## config.mk

```make
export PLATFORM = sky130hd
export DESIGN_NAME = settings_bus_master
export DESIGN_NICKNAME = d
export VERILOG_FILES = /design/src/rtl/settings_bus_master_pkg.sv /design/src/rtl/settings_bus_master_rb_delay.sv /design/src/rtl/settings_bus_master.sv
export SDC_FILE = /design/constraint.sdc
export NUM_CORES = 1
export LEC_CHECK = 0
export BUFFER_PORTS_ARGS = -buffer_cell sky130_fd_sc_hd__buf_2
export CAP_MARGIN = 30
export CORE_ASPECT_RATIO = 0.6
export CORE_MARGIN = 8
export CORE_UTILIZATION = 45
export CTS_CLUSTER_DIAMETER = 40
export DETAILED_ROUTE_END_ITERATION = 12
export PLACE_DENSITY = 0.7
export SLEW_MARGIN = 20
export SYNTH_ARGS = -nofsm -noshare
export SYNTH_HDL_FRONTEND = slang
export SYNTH_SLANG_ARGS = --single-unit
```

## constraint.sdc

```tcl
create_clock -name ce_clk -period 2.9 [get_ports ce_clk]
set_clock_uncertainty 0.1 [all_clocks]
set_input_delay 0.725 -clock ce_clk [delete_from_list [all_inputs] [get_ports ce_clk]]
set_output_delay 0.725 -clock ce_clk [all_outputs]
set_load 0.1 [all_outputs]
```

## src/rtl/settings_bus_master_pkg.sv

```systemverilog
// Purpose: shared types for the settings-bus master: opcodes, FSM states, command and response header layouts.
// Latency: n/a (types and helper function only).
// Backpressure: n/a.
package settings_bus_master_pkg;

    // Command opcodes carried in cmd_tdata[63:62].
    typedef enum logic [1:0] {
        OP_WRITE = 2'b00,
        OP_READ  = 2'b01,
        OP_WR_RD = 2'b10,
        OP_RSVD  = 2'b11
    } op_t;

    typedef enum logic [2:0] {
        ST_IDLE      = 3'd0,
        ST_WRITE     = 3'd1,
        ST_READ      = 3'd2,
        ST_RB_WAIT   = 3'd3,
        ST_RESP_HDR  = 3'd4,
        ST_RESP_DATA = 3'd5
    } state_t;

    // Command beat layout:
    //   [63:62] op, [61:56] reserved, [55:48] seq, [47:40] addr, [39:32] reserved, [31:0] data
    typedef struct packed {
        op_t         op;
        logic [5:0]  rsvd_hi;
        logic [7:0]  seq;
        logic [7:0]  addr;
        logic [7:0]  rsvd_lo;
        logic [31:0] data;
    } cmd_t;

    // Response header layout:
    //   [63:62] op, [61] err, [60:56] zero, [55:48] seq, [47:40] zero, [39:32] addr, [31:0] data
    // Note addr moves down one byte relative to the command beat.
    typedef struct packed {
        op_t         op;
        logic        err;
        logic [4:0]  zero_hi;
        logic [7:0]  seq;
        logic [7:0]  zero_lo;
        logic [7:0]  addr;
        logic [31:0] data;
    } resp_hdr_t;

    function automatic logic [63:0] build_hdr(input cmd_t c, input logic err);
        resp_hdr_t h;
        h         = '0;
        h.op      = c.op;
        h.err     = err;
        h.seq     = c.seq;
        h.addr    = c.addr;
        h.data    = c.data;
        return h;
    endfunction

    // Ops whose data beat carries readback data rather than zero.
    function automatic logic op_has_rb(input op_t op);
        return (op == OP_READ) || (op == OP_WR_RD);
    endfunction

endpackage

```

## src/rtl/settings_bus_master_rb_delay.sv

```systemverilog
// Purpose: readback latency timer; emits a one-cycle capture pulse RB_LATENCY cycles after start.
// Latency: cap high in the cycle exactly RB_LATENCY after the start cycle.
// Backpressure: none; a new start restarts the count.
// Ports: ce_clk/ce_rst clock and sync reset; start = rb_stb cycle; cap = sample rb_data this cycle.
module settings_bus_master_rb_delay #(
    parameter int RB_LATENCY = 1
) (
    input  logic ce_clk,
    input  logic ce_rst,
    input  logic start,
    output logic cap
);

    logic [3:0] cnt;
    logic       busy;

    // Load RB_LATENCY-1 at the end of the start cycle; the pulse fires when the
    // counter reaches zero, which lands RB_LATENCY cycles after start.
    always_ff @(posedge ce_clk) begin
        if (ce_rst) begin
            cnt  <= 4'd0;
            busy <= 1'b0;
        end else if (start) begin
            cnt  <= 4'(RB_LATENCY - 1);
            busy <= 1'b1;
        end else if (busy) begin
            if (cnt == 4'd0) begin
                busy <= 1'b0;
            end else begin
                cnt <= cnt - 4'd1;
            end
        end
    end

    assign cap = busy && (cnt == 4'd0);

endmodule

```

## src/rtl/settings_bus_master.sv

```systemverilog
// Purpose: executes one 64-bit command beat as a settings-bus write and/or readback, returns a 2-beat response.
// Latency: write: set_stb N+1, header N+2, data N+3; read: rb_stb N+1, header N+2+RB_LATENCY.
// Backpressure: resp_tready stalls the response indefinitely; cmd_tready is low until the response is fully accepted.
// Ports: ce_clk, ce_rst (sync, active high); cmd_* command stream in; set_* settings write bus;
//        rb_* readback bus; resp_* response stream out.
// Build option: define SETTINGS_BUS_MASTER_OPCHK_EN to reject reserved opcode 11 with err=1 and no strobes;
//        otherwise op 11 behaves exactly like a write.
module settings_bus_master
    import settings_bus_master_pkg::*;
#(
    parameter int RB_LATENCY = 1
) (
    input  logic        ce_clk,
    input  logic        ce_rst,

    input  logic [63:0] cmd_tdata,
    input  logic        cmd_tvalid,
    input  logic        cmd_tlast,
    output logic        cmd_tready,

    output logic        set_stb,
    output logic [7:0]  set_addr,
    output logic [31:0] set_data,

    output logic        rb_stb,
    output logic [7:0]  rb_addr,
    input  logic [63:0] rb_data,

    output logic [63:0] resp_tdata,
    output logic        resp_tvalid,
    output logic        resp_tlast,
    input  logic        resp_tready
);

    state_t      state;
    cmd_t        cmd_in;
    cmd_t        cmd_q;
    logic        err_q;
    logic [63:0] rb_q;
    logic        rb_cap;

    assign cmd_in = cmd_t'(cmd_tdata);

    // Every beat is a full command, so tlast carries no information; reserved
    // command fields are likewise ignored.
    logic unused_bits;
    assign unused_bits = &{1'b0, cmd_tlast, cmd_q.rsvd_hi, cmd_q.rsvd_lo};

    settings_bus_master_rb_delay #(
        .RB_LATENCY (RB_LATENCY)
    ) u_rb_delay (
        .ce_clk (ce_clk),
        .ce_rst (ce_rst),
        .start  (rb_stb),
        .cap    (rb_cap)
    );

    always_ff @(posedge ce_clk) begin
        if (ce_rst) begin
            state       <= ST_IDLE;
            cmd_q       <= '0;
            err_q       <= 1'b0;
            rb_q        <= '0;
            cmd_tready  <= 1'b0;
            set_stb     <= 1'b0;
            set_addr    <= '0;
            set_data    <= '0;
            rb_stb      <= 1'b0;
            rb_addr     <= '0;
            resp_tdata  <= '0;
            resp_tvalid <= 1'b0;
            resp_tlast  <= 1'b0;
        end else begin
            // Strobes are single-cycle; they are only raised on state entry below.
            set_stb <= 1'b0;
            rb_stb  <= 1'b0;

            case (state)
                ST_IDLE: begin
                    cmd_tready <= 1'b1;
                    if (cmd_tvalid && cmd_tready) begin
                        cmd_tready <= 1'b0;
                        cmd_q      <= cmd_in;
                        err_q      <= 1'b0;
                        if (cmd_in.op == OP_READ) begin
                            state   <= ST_READ;
                            rb_stb  <= 1'b1;
                            rb_addr <= cmd_in.addr;
                        end
`ifdef SETTINGS_BUS_MASTER_OPCHK_EN
                        else if (cmd_in.op == OP_RSVD) begin
                            // Reserved op: no bus activity, straight to an error response.
                            err_q       <= 1'b1;
                            state       <= ST_RESP_HDR;
                            resp_tvalid <= 1'b1;
                            resp_tlast  <= 1'b0;
                            resp_tdata  <= build_hdr(cmd_in, 1'b1);
                        end
`endif
                        else begin
                            state    <= ST_WRITE;
                            set_stb  <= 1'b1;
                            set_addr <= cmd_in.addr;
                            set_data <= cmd_in.data;
                        end
                    end
                end

                ST_WRITE: begin
                    if (cmd_q.op == OP_WR_RD) begin
                        // Readback strobe follows the write strobe by one cycle.
                        state   <= ST_READ;
                        rb_stb  <= 1'b1;
                        rb_addr <= cmd_q.addr;
                    end else begin
                        state       <= ST_RESP_HDR;
                        resp_tvalid <= 1'b1;
                        resp_tlast  <= 1'b0;
                        resp_tdata  <= build_hdr(cmd_q, err_q);
                    end
                end

                ST_READ: begin
                    state <= ST_RB_WAIT;
                end

                ST_RB_WAIT: begin
                    if (rb_cap) begin
                        rb_q        <= rb_data;
                        state       <= ST_RESP_HDR;
                        resp_tvalid <= 1'b1;
                        resp_tlast  <= 1'b0;
                        resp_tdata  <= build_hdr(cmd_q, err_q);
                    end
                end

                ST_RESP_HDR: begin
                    if (resp_tready) begin
                        state      <= ST_RESP_DATA;
                        resp_tlast <= 1'b1;
                        resp_tdata <= op_has_rb(cmd_q.op) ? rb_q : 64'd0;
                    end
                end

                ST_RESP_DATA: begin
                    if (resp_tready) begin
                        state       <= ST_IDLE;
                        resp_tvalid <= 1'b0;
                        resp_tlast  <= 1'b0;
                        cmd_tready  <= 1'b1;
                    end
                end

                default: begin
                    state      <= ST_IDLE;
                    cmd_tready <= 1'b0;
                end
            endcase
        end
    end

endmodule

```

Yosys cells after proc, flatten, opt, wreduce, memory -nomap -nowiden
Index checks and enable logic that the tools add are counted. Widths: inputs -> output; s select.

Input port bits: 133. Word-level logic and storage cells: 94. Output and inout port bits: 117. Bits in registers: 239.

Bitwise logic cells: 5. Muxes and demuxes: 34. Eq/ne operators: 15. Add/subtract/negate cells: 1. Reductions and logical operators: 22.

Operator list (number): $mux 64 (4); $pmux 64 s3 (1); $mux 8 (3); $pmux 3 s6 (1); $pmux 8 s2 (1); $reduce_and 4->1 (4); $mux 3 (5); $mux 1 (14); $ne 2x2->1 const B (7); $reduce_and 2->1 (4); $eq 3x2->1 const B (2); $eq 3x3->1 const B (2); $pmux 1 s3 (2); $reduce_bool 3->1 (2); $not 1->1 (5); $reduce_and 5->1 (1); $eq 2x1->1 const B (2); $logic_not 4->1 (1); $pmux 1 s4 (1); $reduce_bool 4->1 (1); $reduce_or 4->1 (1); $sub 4x1->4 const B (1); $eq 3x1->1 const B (1); $logic_not 3->1 (1); other kinds (9) (10).

Depth between registers and ports, before layout
Gate-level depths: netlist (run 1).

Word-level depth: 5. Mapped depth: 8. Depth with buffers taken out: 6.

Hierarchy
Synthesis (run 1) repeated with hierarchy kept, for this count alone.

Cells, all modules: 1161. Area, all modules: 10463.8 um^2.

By module, submodules not included: settings_bus_master (instances 1, area each 10222.3 um^2, cells each 1135, sequential area each 4684.5 um^2); settings_bus_master_rb_delay (instances 1, area each 241.5 um^2, cells each 26, sequential area each 100.1 um^2).

Worst setup path after synthesis (run 1)
No wires, ideal clock.

Kind: register -> register. Start: register cmd_tready. End: register rb_addr[5]. Required time: 2.720 ns. Arrival time: 2.121 ns. Cell stages (with the launch flop): 6. Setup slack: 0.599 ns. Clock period less this slack: 2.301 ns. Path buffers: 1. Library setup time: 0.080 ns. Cells stage by stage: dfxtp_1 nand4b_1 o31ai_4 buf_6 nor2_1 a211oi_2.

Word-level cells in the longest chain between the ends: 3.

Ends and longest elaborated chain: start, declared (RTL line settings_bus_master.sv:19) `output logic cmd_tready,`; start signal, assigned (RTL line settings_bus_master.sv:64) `cmd_tready <= 1'b0;`; start signal, assigned (RTL line settings_bus_master.sv:80) `cmd_tready <= 1'b1;`; start signal, assigned (RTL line settings_bus_master.sv:82) `cmd_tready <= 1'b0;`; $logic_and 1x1->1 (RTL line settings_bus_master.sv:81) `if (cmd_tvalid && cmd_tready) begin`; $ne 2x2->1 (no line); $reduce_and 4->1 (no line); end signal, assigned (RTL line settings_bus_master.sv:88) `rb_addr <= cmd_in.addr;`; end signal, assigned (RTL line settings_bus_master.sv:114) `rb_addr <= cmd_q.addr;`; end, declared (RTL line settings_bus_master.sv:26) `output logic [7:0] rb_addr,`.

No other way between the ends. A chain may end at the register's enable or synchronous reset.

Worst setup path in the final report (run 1)
Start: register state[2]. End: register resp_tdata[10].

Word-level cells in the longest chain between the ends: 3. Elaborated cells on any way between the ends: 9. Those cells by class: 6 x eq/ne; 1 x mux; 2 x reduce/logical.

Ends and longest elaborated chain: start, declared (RTL line settings_bus_master.sv:35) `state_t state;`; start signal, assigned (RTL line settings_bus_master.sv:60) `state <= ST_IDLE;`; start signal, assigned (RTL line settings_bus_master.sv:86) `state <= ST_READ;`; start signal, assigned (RTL line settings_bus_master.sv:101) `state <= ST_WRITE;`; $eq 3x1->1 (tied with other cells) (RTL line settings_bus_master.sv:78) `case (state)`; $ne 2x2->1 (no line) / $reduce_bool 3->1 (equally long branches); $reduce_and 4->1 (no line); end signal, assigned (RTL line settings_bus_master.sv:119) `resp_tdata <= build_hdr(cmd_q, err_q);`; end signal, assigned (RTL line settings_bus_master.sv:133) `resp_tdata <= build_hdr(cmd_q, err_q);`; end signal, assigned (RTL line settings_bus_master.sv:141) `resp_tdata <= op_has_rb(cmd_q.op) ? rb_q : 64'd0;`; end, declared (RTL line settings_bus_master.sv:29) `output logic [63:0] resp_tdata,`.

Several ways; a longest one is shown, not always the timed one.

==> results.toml, run 1 <==
[setup_path]
slowest_stage = "and3_4"
r2r_start = "state[2]"
crit_path_max_fanout = 61
regToRegSetupSlack_ns = 0.57
crit_chain = "nor2b_1, and3_4, buf_12, nor3_1, a311oi_1"
reg2reg_depth = 5
reg2reg_to = "resp_tdata[10]"
arrival_ns = 2.65
cp.required_ns = 3.22
setup.worst_path.start_class = "flop"
worstSetupPathType = "flop to flop"
cp_top_family = "simple AND/OR/NAND/NOR gates"
slowest_delay_ns = 0.52
crit_buf_inv = 1
cp-end-kind = "flop"

[clock_network]
path_clk_slew_ns = 0.07
cts_buffer_depth = 3
h-tree-depth = 1
cts_num_sinks = 239
cts_tree = "yes"
postCtsSetupRepairBufs = 0
cts_root_buffer = "clkbuf_16"
clk_latency_ns = 0.52
ctsHoldBuffers = 0
cts_buffers = 26
ctsResizeCount = 0

[floorplan]
ios = 250
dieWidth_um = 203
floorplan.initialDensity = 0.454
core_um2 = 20800
die_h_um = 128
fp.dieArea_um2 = 26000
rows = 41

[synth]
synth.most_common_cell = "nand2_1"
yosys.area.top_type = "dfxtp_1"
synth.area.top_cells = "dfxtp_1 (51%), nand2_1 (14%), a21oi_1 (9.1%)"
synth.top_cell.area_share = 0.507
synth_cell_types = 47
syn_area_per_cell_um2 = 8.20
synthFlopType = "dfxtp_1"
synth_area_um2 = 9430
ys_warn_count = 0
yosysSeqAreaShare = 0.507
async_reset_ff_frac = 0
synthCells = 1150
synth-seq-cells = 239
synth_common_cells = "nand2_1 (364), dfxtp_1 (239), a21oi_1 (171)"
synth_edf_count = 0
syn_nets = 1286

[detailed_routing]
drt-initial-drc-count = 648
drt-vias-per-instance = 5.38
vias = 8792
first_pass_iters = 5
routed_wl_um = 29000
drc = 0
wl_per_cell_um = 17.8
postRouteAntennaNets = 0

[sta]
slew_headroom = 0.495
fin_crit_sh = 0.802
rsz0062_at_grt = "false"
worst_hold_slack_ns = 0.329
worstMarginPinSlew_ns = 0.758
slew_violations = 0
period_needed_ns = 2.33
setup_tns_ns = 0
finalHoldViolCount = 0
fmax_ghz = 0.430
setup_viol = 0

[global_route]
grt_max_degree = 89
grt_first_pass_wirelength_um = 45900
grt_use_total = 0.213
antenna_found_initial = 4
grt_overflow = 0
grt_pass1_vias = 8451

[hold_path]
min-delay-start = "rb_data[51]"
holdPathStages = 3
whs_endpoint = "rb_q[51]"
hold_class = "primary input to flop"

[run]
max_cap_violations = 0

[pwr]
p_leak_nw = 4.44
cellPowerDensity_nw_per_um2 = 1220
peakVddDrop_v = 0.00106

[layout]
syn2layout_area_growth_pct = 24.5
utilization = 0.565
layout-drive-gt1-share = 0.240
fin_nets = 1472
layout.cells.non_filler = 1633
fillers = 1962

[place]
gp_congestion = 0.789
post-dp-hpwl_um = 19100
dpl.cell_count = 1587
io_buffers = 234

[outcome]
status = "finished clean"
state kept, by name (all words and copies together), names as in the netlist:
name / flops
cmd_q: 50
cmd_tready: 1
rb_addr: 8
rb_q: 64
rb_stb: 1
resp_tdata: 64
resp_tlast: 1
resp_tvalid: 1
set_addr: 8
set_data: 32
set_stb: 1
state: 3
u_rb_delay.busy: 1
u_rb_delay.cnt: 4
how the worst max path moves through the flow:
stage                     start  slack (ns)              to  depth (start not counted)
floorplan            cmd_tready        0.60      rb_addr[5]                          5
finish                 state[2]        0.57  resp_tdata[10]                          5
global route           state[2]        0.39  resp_tdata[21]                          5
global placement    resp_tready        0.53  resp_tdata[16]                          6
detailed placement  resp_tready        0.50  resp_tdata[25]                          6
CTS                    state[2]        0.58  resp_tdata[25]                          5
worst register-to-register path, cell delays in order, from the launching register on:
cell and delay, ns:
dfxtp_1 0.39, nor2b_1 0.48, and3_4 0.52, buf_12 0.30
nor3_1 0.15, a311oi_1 0.27
per-layer routing:
| layer | vias up | track usage | part of all wire |
|---|---|---|---|
| met1 | 4157 | 0.297 | 0.48 |
| met3 | 36 | 0.0606 | 0.084 |
| met2 | 272 | 0.325 | 0.42 |
| met4 | 6 | 0.0429 | 0.015 |
| li1 | 4321 | - | - |
| met5 | - | 0 | 0.0012 |
placed cells by master (no fill, tap or decap), types with 2 or more instances in the layout:
| master | n |
|---|---|
| nand3b_1 | 52 |
| buf_2 | 233 |
| clkinvlp_4 | 2 |
| nor3_1 | 54 |
| nand2_1 | 361 |
| and3b_1 | 2 |
| buf_12 | 8 |
| a21oi_1 | 171 |
| inv_1 | 3 |
| clkbuf_1 | 2 |
| mux2i_1 | 9 |
| a211oi_1 | 7 |
| nand2_2 | 3 |
| nand3_1 | 16 |
| nand4b_1 | 2 |
| a22oi_1 | 2 |
| inv_6 | 2 |
| o211ai_1 | 14 |
| a211oi_2 | 2 |
| clkbuf_16 | 27 |
| xor2_1 | 2 |
| dfxtp_1 | 239 |
| nor2_1 | 20 |
| a2111oi_0 | 2 |
| bufinv_16 | 4 |
| clkbuf_8 | 5 |
| buf_4 | 22 |
| a311oi_1 | 51 |
| ha_1 | 3 |
kinds of logic after synthesis:
| kind of cell | count (synthesis) | synth area share |
|---|---|---|
| compound gates | 259 | 0.170 |
| xor+xnor | 3 | 0.00279 |
| fa+ha+maj | 3 | 0.00398 |
| buf+inv | 109 | 0.0554 |
| flops | 239 | 0.507 |
| mux | 9 | 0.00955 |
| simple gates | 528 | 0.251 |
report_power, final:
group	internal (mW)	switching [mW]	total, mW	leakage [nW]
Clock	2.19	1.37	3.56	0.451
Sequential	3.90	0.374	4.27	1.94
Combinational	1.22	5.28	6.50	2.05
Total	7.31	7.02	14.3	4.44
area by class of cell:
cell class	count	area [um^2]	area share
antenna	1	2.50	0.000213
clock buffer	34	752	0.0640
clock inverter	11	178	0.0151
inverter	3	11.3	0.000959
multi-input combinational	802	4170	0.355
sequential	239	4780	0.407
tap	279	349	0.0297
timing repair buffer	264	1500	0.128
metrics by stage:
| step | total power, mW | area, um^2 | setup slack [ns] |
|---|---|---|---|
| after floorplan | 9.55 | 9430 | 0.599 |
| after global placement | 10.8 | 10800 | 0.526 |
| after detailed placement | 10.9 | 10800 | 0.496 |
| after CTS | 14.4 | 11700 | 0.577 |
| after global routing | 14.9 | 11700 | 0.393 |
| final | 14.3 | 11700 | 0.574 |
Power figures use the tool's default switching activity.
==> run 2, diff against run 1 <==
--- a/config.mk
+++ b/config.mk
@@ -5,6 +5,7 @@
 export SDC_FILE = /design/constraint.sdc
 export NUM_CORES = 1
 export LEC_CHECK = 0
+export ABC_AREA = 1
 export BUFFER_PORTS_ARGS = -buffer_cell sky130_fd_sc_hd__buf_2
 export CAP_MARGIN = 30
 export CORE_ASPECT_RATIO = 0.6
@@ -12,7 +13,7 @@
 export CORE_UTILIZATION = 45
 export CTS_CLUSTER_DIAMETER = 40
 export DETAILED_ROUTE_END_ITERATION = 12
-export PLACE_DENSITY = 0.7
+export PLACE_DENSITY = 0.69
 export SLEW_MARGIN = 20
 export SYNTH_ARGS = -nofsm -noshare
 export SYNTH_HDL_FRONTEND = slang
==> constraint.sdc (replaced) <==
create_clock -name ce_clk -period 2.3 [get_ports ce_clk]
set_clock_uncertainty 0.1 [all_clocks]
set_input_delay 0.575 -clock ce_clk [delete_from_list [all_inputs] [get_ports ce_clk]]
set_output_delay 0.575 -clock ce_clk [all_outputs]
set_load 0.1 [all_outputs]
==> results.toml, run 2 <==
[global_route]
grt_first_pass_wirelength_um = 45600
antenna_found_initial = 2
grt_max_degree = 86
grt_overflow = 0
use_met2 = 0.312
grt_use_total = 0.208
use_met3 = 0.0535
grt_pass1_vias = 8638
gr-max-usage-layer = "met2"
met1_usage = 0.298

[place]
dp_slack_ns = 0.274
gp_congestion = 0.807
io_buffers = 234
post-dp-hpwl_um = 19300
place_area_um2 = 11300
dpl.cell_count = 1864

[sta]
finalHoldViolCount = 0
setup_tns_ns = 0
slew_headroom = 0.587
slew_violations = 0
rsz0062_at_grt = "false"
period_needed_ns = 2.02
worstMarginPinSlew_ns = 0.613
setup_viol = 0
setup_slack_ns = 0.282
fin_crit_sh = 0.877
fmax_ghz = 0.496

[floorplan]
fp.dieArea_um2 = 26900
floorplan.initialDensity = 0.463
core_um2 = 21200
rows = 41
die_h_um = 130
ios = 250
dieWidth_um = 207

[setup_path]
arrival_ns = 1.34
worstSetupPathType = "flop to output port"
slowest_stage = "buf_2"
cp.required_ns = 1.62
crit_buf_inv = 1
endpoint = "resp_tdata[20]"
cp-end-kind = "output port"
reg2reg_to = "resp_tdata[6]"
slowest_delay_ns = 0.45
crit_chain = "buf_2"
reg2reg_depth = 9
regToRegSetupSlack_ns = 0.28
startpoint = "resp_tdata[20]"
crit_path_max_fanout = 2
worstSetupPathDepth = 1
r2r_start = "state[2]"
cp_top_family = "buffers and inverters"
setup.worst_path.start_class = "flop"

[synth]
synth_common_cells = "nand2_1 (297), dfxtp_1 (239), nor2_1 (203)"
synth-seq-cells = 239
yosys.area.top_type = "dfxtp_1"
synth.most_common_cell = "nand2_1"
synth_area_um2 = 9810
synth_edf_count = 0
async_reset_ff_frac = 0
syn_nets = 1552
syn_area_per_cell_um2 = 6.93
synth_cell_types = 26
ys_warn_count = 0
synth.top_cell.area_share = 0.488
synth.area.top_cells = "dfxtp_1 (49%), nand2_1 (11%), o21ai_0 (8.8%)"
yosysSeqAreaShare = 0.488
synthFlopType = "dfxtp_1"
synthCells = 1416

[detailed_routing]
wl_per_cell_um = 15.0
first_pass_iters = 5
routed_wl_um = 28600
drc = 0
vias = 9289
postRouteAntennaNets = 0
drt-vias-per-instance = 4.85
drt-initial-drc-count = 591

[clock_network]
cts_buffer_depth = 3
h-tree-depth = 1
cts_root_buffer = "clkbuf_16"
cts_buffers = 28
cts_num_sinks = 239
ctsResizeCount = 0
postCtsSetupRepairBufs = 0
clk_latency_ns = 0.53
path_clk_slew_ns = 0.06
ctsHoldBuffers = 0
cts_tree = "yes"

[run]
max_cap_violations = 0

[layout]
layout.cells.non_filler = 1915
reg.largest.list = "rb_q: 64 flops, resp_tdata: 64 flops, cmd_q: 50 flops"
fin_nets = 1751
finish.instance_area_um2 = 12300
final_cell_mix = "nand2_1 (297), dfxtp_1 (239), buf_2 (234)"
layout-drive-gt1-share = 0.194
final_common_cell = "nand2_1"
fillers = 2029
syn2layout_area_growth_pct = 24.9

[pwr]
p_leak_nw = 5.80
peakVddDrop_v = 0.000793
cellPowerDensity_nw_per_um2 = 1650

[hold_path]
hold_class = "primary input to flop"
min-delay-start = "cmd_tdata[13]"

[outcome]
status = "finished clean"
[run 2: cells by family (layout without fill, tap and decap cells)]
kind of cell / count (synthesis) / after routing / synth area share
simple gates: 593 / 593 / 0.242
flops: 239 / 239 / 0.488
fa+ha+maj: 3 / 3 / 0.00383
compound gates: 285 / 285 / 0.149
buf+inv: 296 / 515 / 0.117
other cells: 0 / 1 / 0
[run 2: through the flow]
stage / hold WS (ns) / util / power (mW)
CTS: 0.116 / 0.578 / 20.4
floorplan: 0.320 / - / 13.8
detailed placement: 0.332 / 0.533 / 15.8
global route: 0.123 / 0.579 / 21.3
global placement: 0.328 / 0.533 / 15.7
finish: 0.139 / 0.579 / 20.2
[run 2: worst min path at each step]
stage / to / slack [ns] / cells after the start
6_report: set_data[13] / 0.14 / 3
3_5_place_dp: cmd_q[6] / 0.33 / 2
5_1_grt: set_data[30] / 0.12 / 3
4_1_cts: set_data[13] / 0.12 / 3
2_1_floorplan: cmd_q[13] / 0.32 / 2
3_3_place_gp: cmd_q[5] / 0.33 / 2
[run 2: layer usage]
| metal | vias to the layer above | wire [um] |
|---|---|---|
| met5 | - | 13 |
| met4 | 2 | 444 |
| met2 | 274 | 11900 |
| met1 | 4154 | 14000 |
| met3 | 43 | 2280 |
| li1 | 4816 | - |
[run 2: power by group]
part           internal [mW]  switching [mW]
logic                   1.98            8.17
clock network           2.70            1.81
registers               5.08           0.480
[run 2: cell type report]
| class | instances | area (um^2) | share of cell area |
|---|---|---|---|
| Antenna cell | 1 | 2.50 | 0.000204 |
| Clock buffer | 34 | 753 | 0.0615 |
| Clock inverter | 16 | 200 | 0.0163 |
| Inverter | 209 | 790 | 0.0644 |
| Multi-Input combinational cell | 881 | 3900 | 0.318 |
| Sequential cell | 239 | 4780 | 0.390 |
| Tap cell | 279 | 349 | 0.0285 |
| Timing Repair Buffer | 256 | 1470 | 0.120 |
==> run 3, diff against run 2 <==
--- a/config.mk
+++ b/config.mk
@@ -13,6 +13,7 @@
 export CORE_UTILIZATION = 45
 export CTS_CLUSTER_DIAMETER = 40
 export DETAILED_ROUTE_END_ITERATION = 12
+export MAX_ROUTING_LAYER = met4
 export PLACE_DENSITY = 0.69
 export SLEW_MARGIN = 20
 export SYNTH_ARGS = -nofsm -noshare
==> results.toml, run 3 (synthesized netlist as in run 2, its figures left out) <==
[clock_network]
cts_tree = "yes"
path_clk_slew_ns = 0.06
postCtsSetupRepairBufs = 0
cts_buffers = 28
ctsResizeCount = 0
h-tree-depth = 1
cts_buffer_depth = 3
cts_num_sinks = 239
clk_latency_ns = 0.53
ctsHoldBuffers = 0
cts_root_buffer = "clkbuf_16"

[setup_path]
setup.worst_path.start_class = "flop"
startpoint = "resp_tdata[20]"
crit_buf_inv = 1
cp_top_family = "buffers and inverters"
slowest_stage = "buf_2"
cp-end-kind = "output port"
worstSetupPathType = "flop to output port"
worstSetupPathDepth = 1
crit_chain = "buf_2"
endpoint = "resp_tdata[20]"
cp.required_ns = 1.62
reg2reg_to = "rb_q[0]"
r2r_start = "u_rb_delay.cnt[0]"
crit_path_max_fanout = 2
slowest_delay_ns = 0.45
regToRegSetupSlack_ns = 0.29
arrival_ns = 1.34
reg2reg_depth = 9

[run]
max_cap_violations = 0

[sta]
setup_slack_ns = 0.282
fin_crit_sh = 0.877
fmax_ghz = 0.496
worstMarginPinSlew_ns = 0.611
slew_headroom = 0.589
setup_tns_ns = 0
finalHoldViolCount = 0
period_needed_ns = 2.02
slew_violations = 0
rsz0062_at_grt = "false"
setup_viol = 0

[pwr]
cellPowerDensity_nw_per_um2 = 1650
p_leak_nw = 5.80
peakVddDrop_v = 0.000793

[global_route]
grt_overflow = 0
grt_use_total = 0.214
grt_first_pass_wirelength_um = 45600
grt_pass1_vias = 8635
grt_max_degree = 86
antenna_found_initial = 2

[floorplan]
die_h_um = 130
ios = 250
dieWidth_um = 207
floorplan.initialDensity = 0.463
rows = 41
core_um2 = 21200
fp.dieArea_um2 = 26900

[detailed_routing]
drt-vias-per-instance = 4.85
postRouteAntennaNets = 0
first_pass_iters = 5
drt-initial-drc-count = 604
routed_wl_um = 28500
drc = 0
wl_per_cell_um = 14.9
vias = 9290

[place]
dp_slack_ns = 0.274
post-dp-hpwl_um = 19300
io_buffers = 234
gp_congestion = 0.819
place_area_um2 = 11300

[outcome]
status = "finished clean"

[layout]
utilization = 0.579
final_common_cell = "nand2_1"
reg.largest.list = "rb_q: 64 flops, resp_tdata: 64 flops, cmd_q: 50 flops"
fillers = 2033
finish.instance_area_um2 = 12300
layout-drive-gt1-share = 0.194
syn2layout_area_growth_pct = 25.0
fin_nets = 1751
final_cell_mix = "nand2_1 (297), dfxtp_1 (239), buf_2 (234)"

[hold_path]
holdPathStages = 3
hold_class = "primary input to flop"
[run 3: changes by cell type in the layout (fill, tap and decap cells not counted), sizes merged]
cell	delta
diode	+1
[run 3: cell type report]
cell class / count / area [um^2] / share of cell area
Sequential cell: 239 / 4780 / 0.390
Antenna cell: 2 / 5.00 / 0.000408
Multi-Input combinational cell: 881 / 3900 / 0.318
Clock inverter: 16 / 200 / 0.0163
Inverter: 209 / 790 / 0.0644
Timing Repair Buffer: 256 / 1470 / 0.120
Tap cell: 279 / 349 / 0.0285
Clock buffer: 34 / 753 / 0.0614
[run 3: tightest hold or removal path: cells and delay by family]
kind	cells	cell delay (ns)
buffers and inverters	1	0.08
AND/OR/NAND/NOR	2	0.08
[run 3: power by group]
part / internal (mW) / leakage [nW] / switching, mW
Clock: 2.70 / 0.451 / 1.81
Sequential: 5.08 / 1.94 / 0.478
Combinational: 1.98 / 3.41 / 8.16
Total: 9.75 / 5.80 / 10.4
[run 3: worst min-delay path by stage]
stage / startpoint / endpoint / slack (ns)
detailed placement: cmd_q[6] / cmd_q[6] / 0.33
CTS: cmd_tdata[13] / set_data[13] / 0.12
global route: cmd_tdata[30] / set_data[30] / 0.12
finish: cmd_tdata[13] / set_data[13] / 0.14
global placement: cmd_q[5] / cmd_q[5] / 0.33
floorplan: cmd_q[13] / cmd_q[13] / 0.32
[run 3: metrics by stage]
step                hold WS, ns  instances  power, mW
floorplan                 0.320       1416       13.8
global placement          0.328       1864       15.7
detailed placement        0.332       1864       15.8
CTS                       0.116       1914       20.4
global route              0.123       1916       21.3
finish                    0.140       1916       20.2
[run 3: routing by layer]
| metal | up-vias | share of wire | global-route usage |
|---|---|---|---|
| met5 | - | 0 | - |
| met4 | 0 | 0.015 | 0.0405 |
| met3 | 39 | 0.082 | 0.0460 |
| met2 | 269 | 0.42 | 0.311 |
| met1 | 4165 | 0.49 | 0.303 |
| li1 | 4817 | - | - |
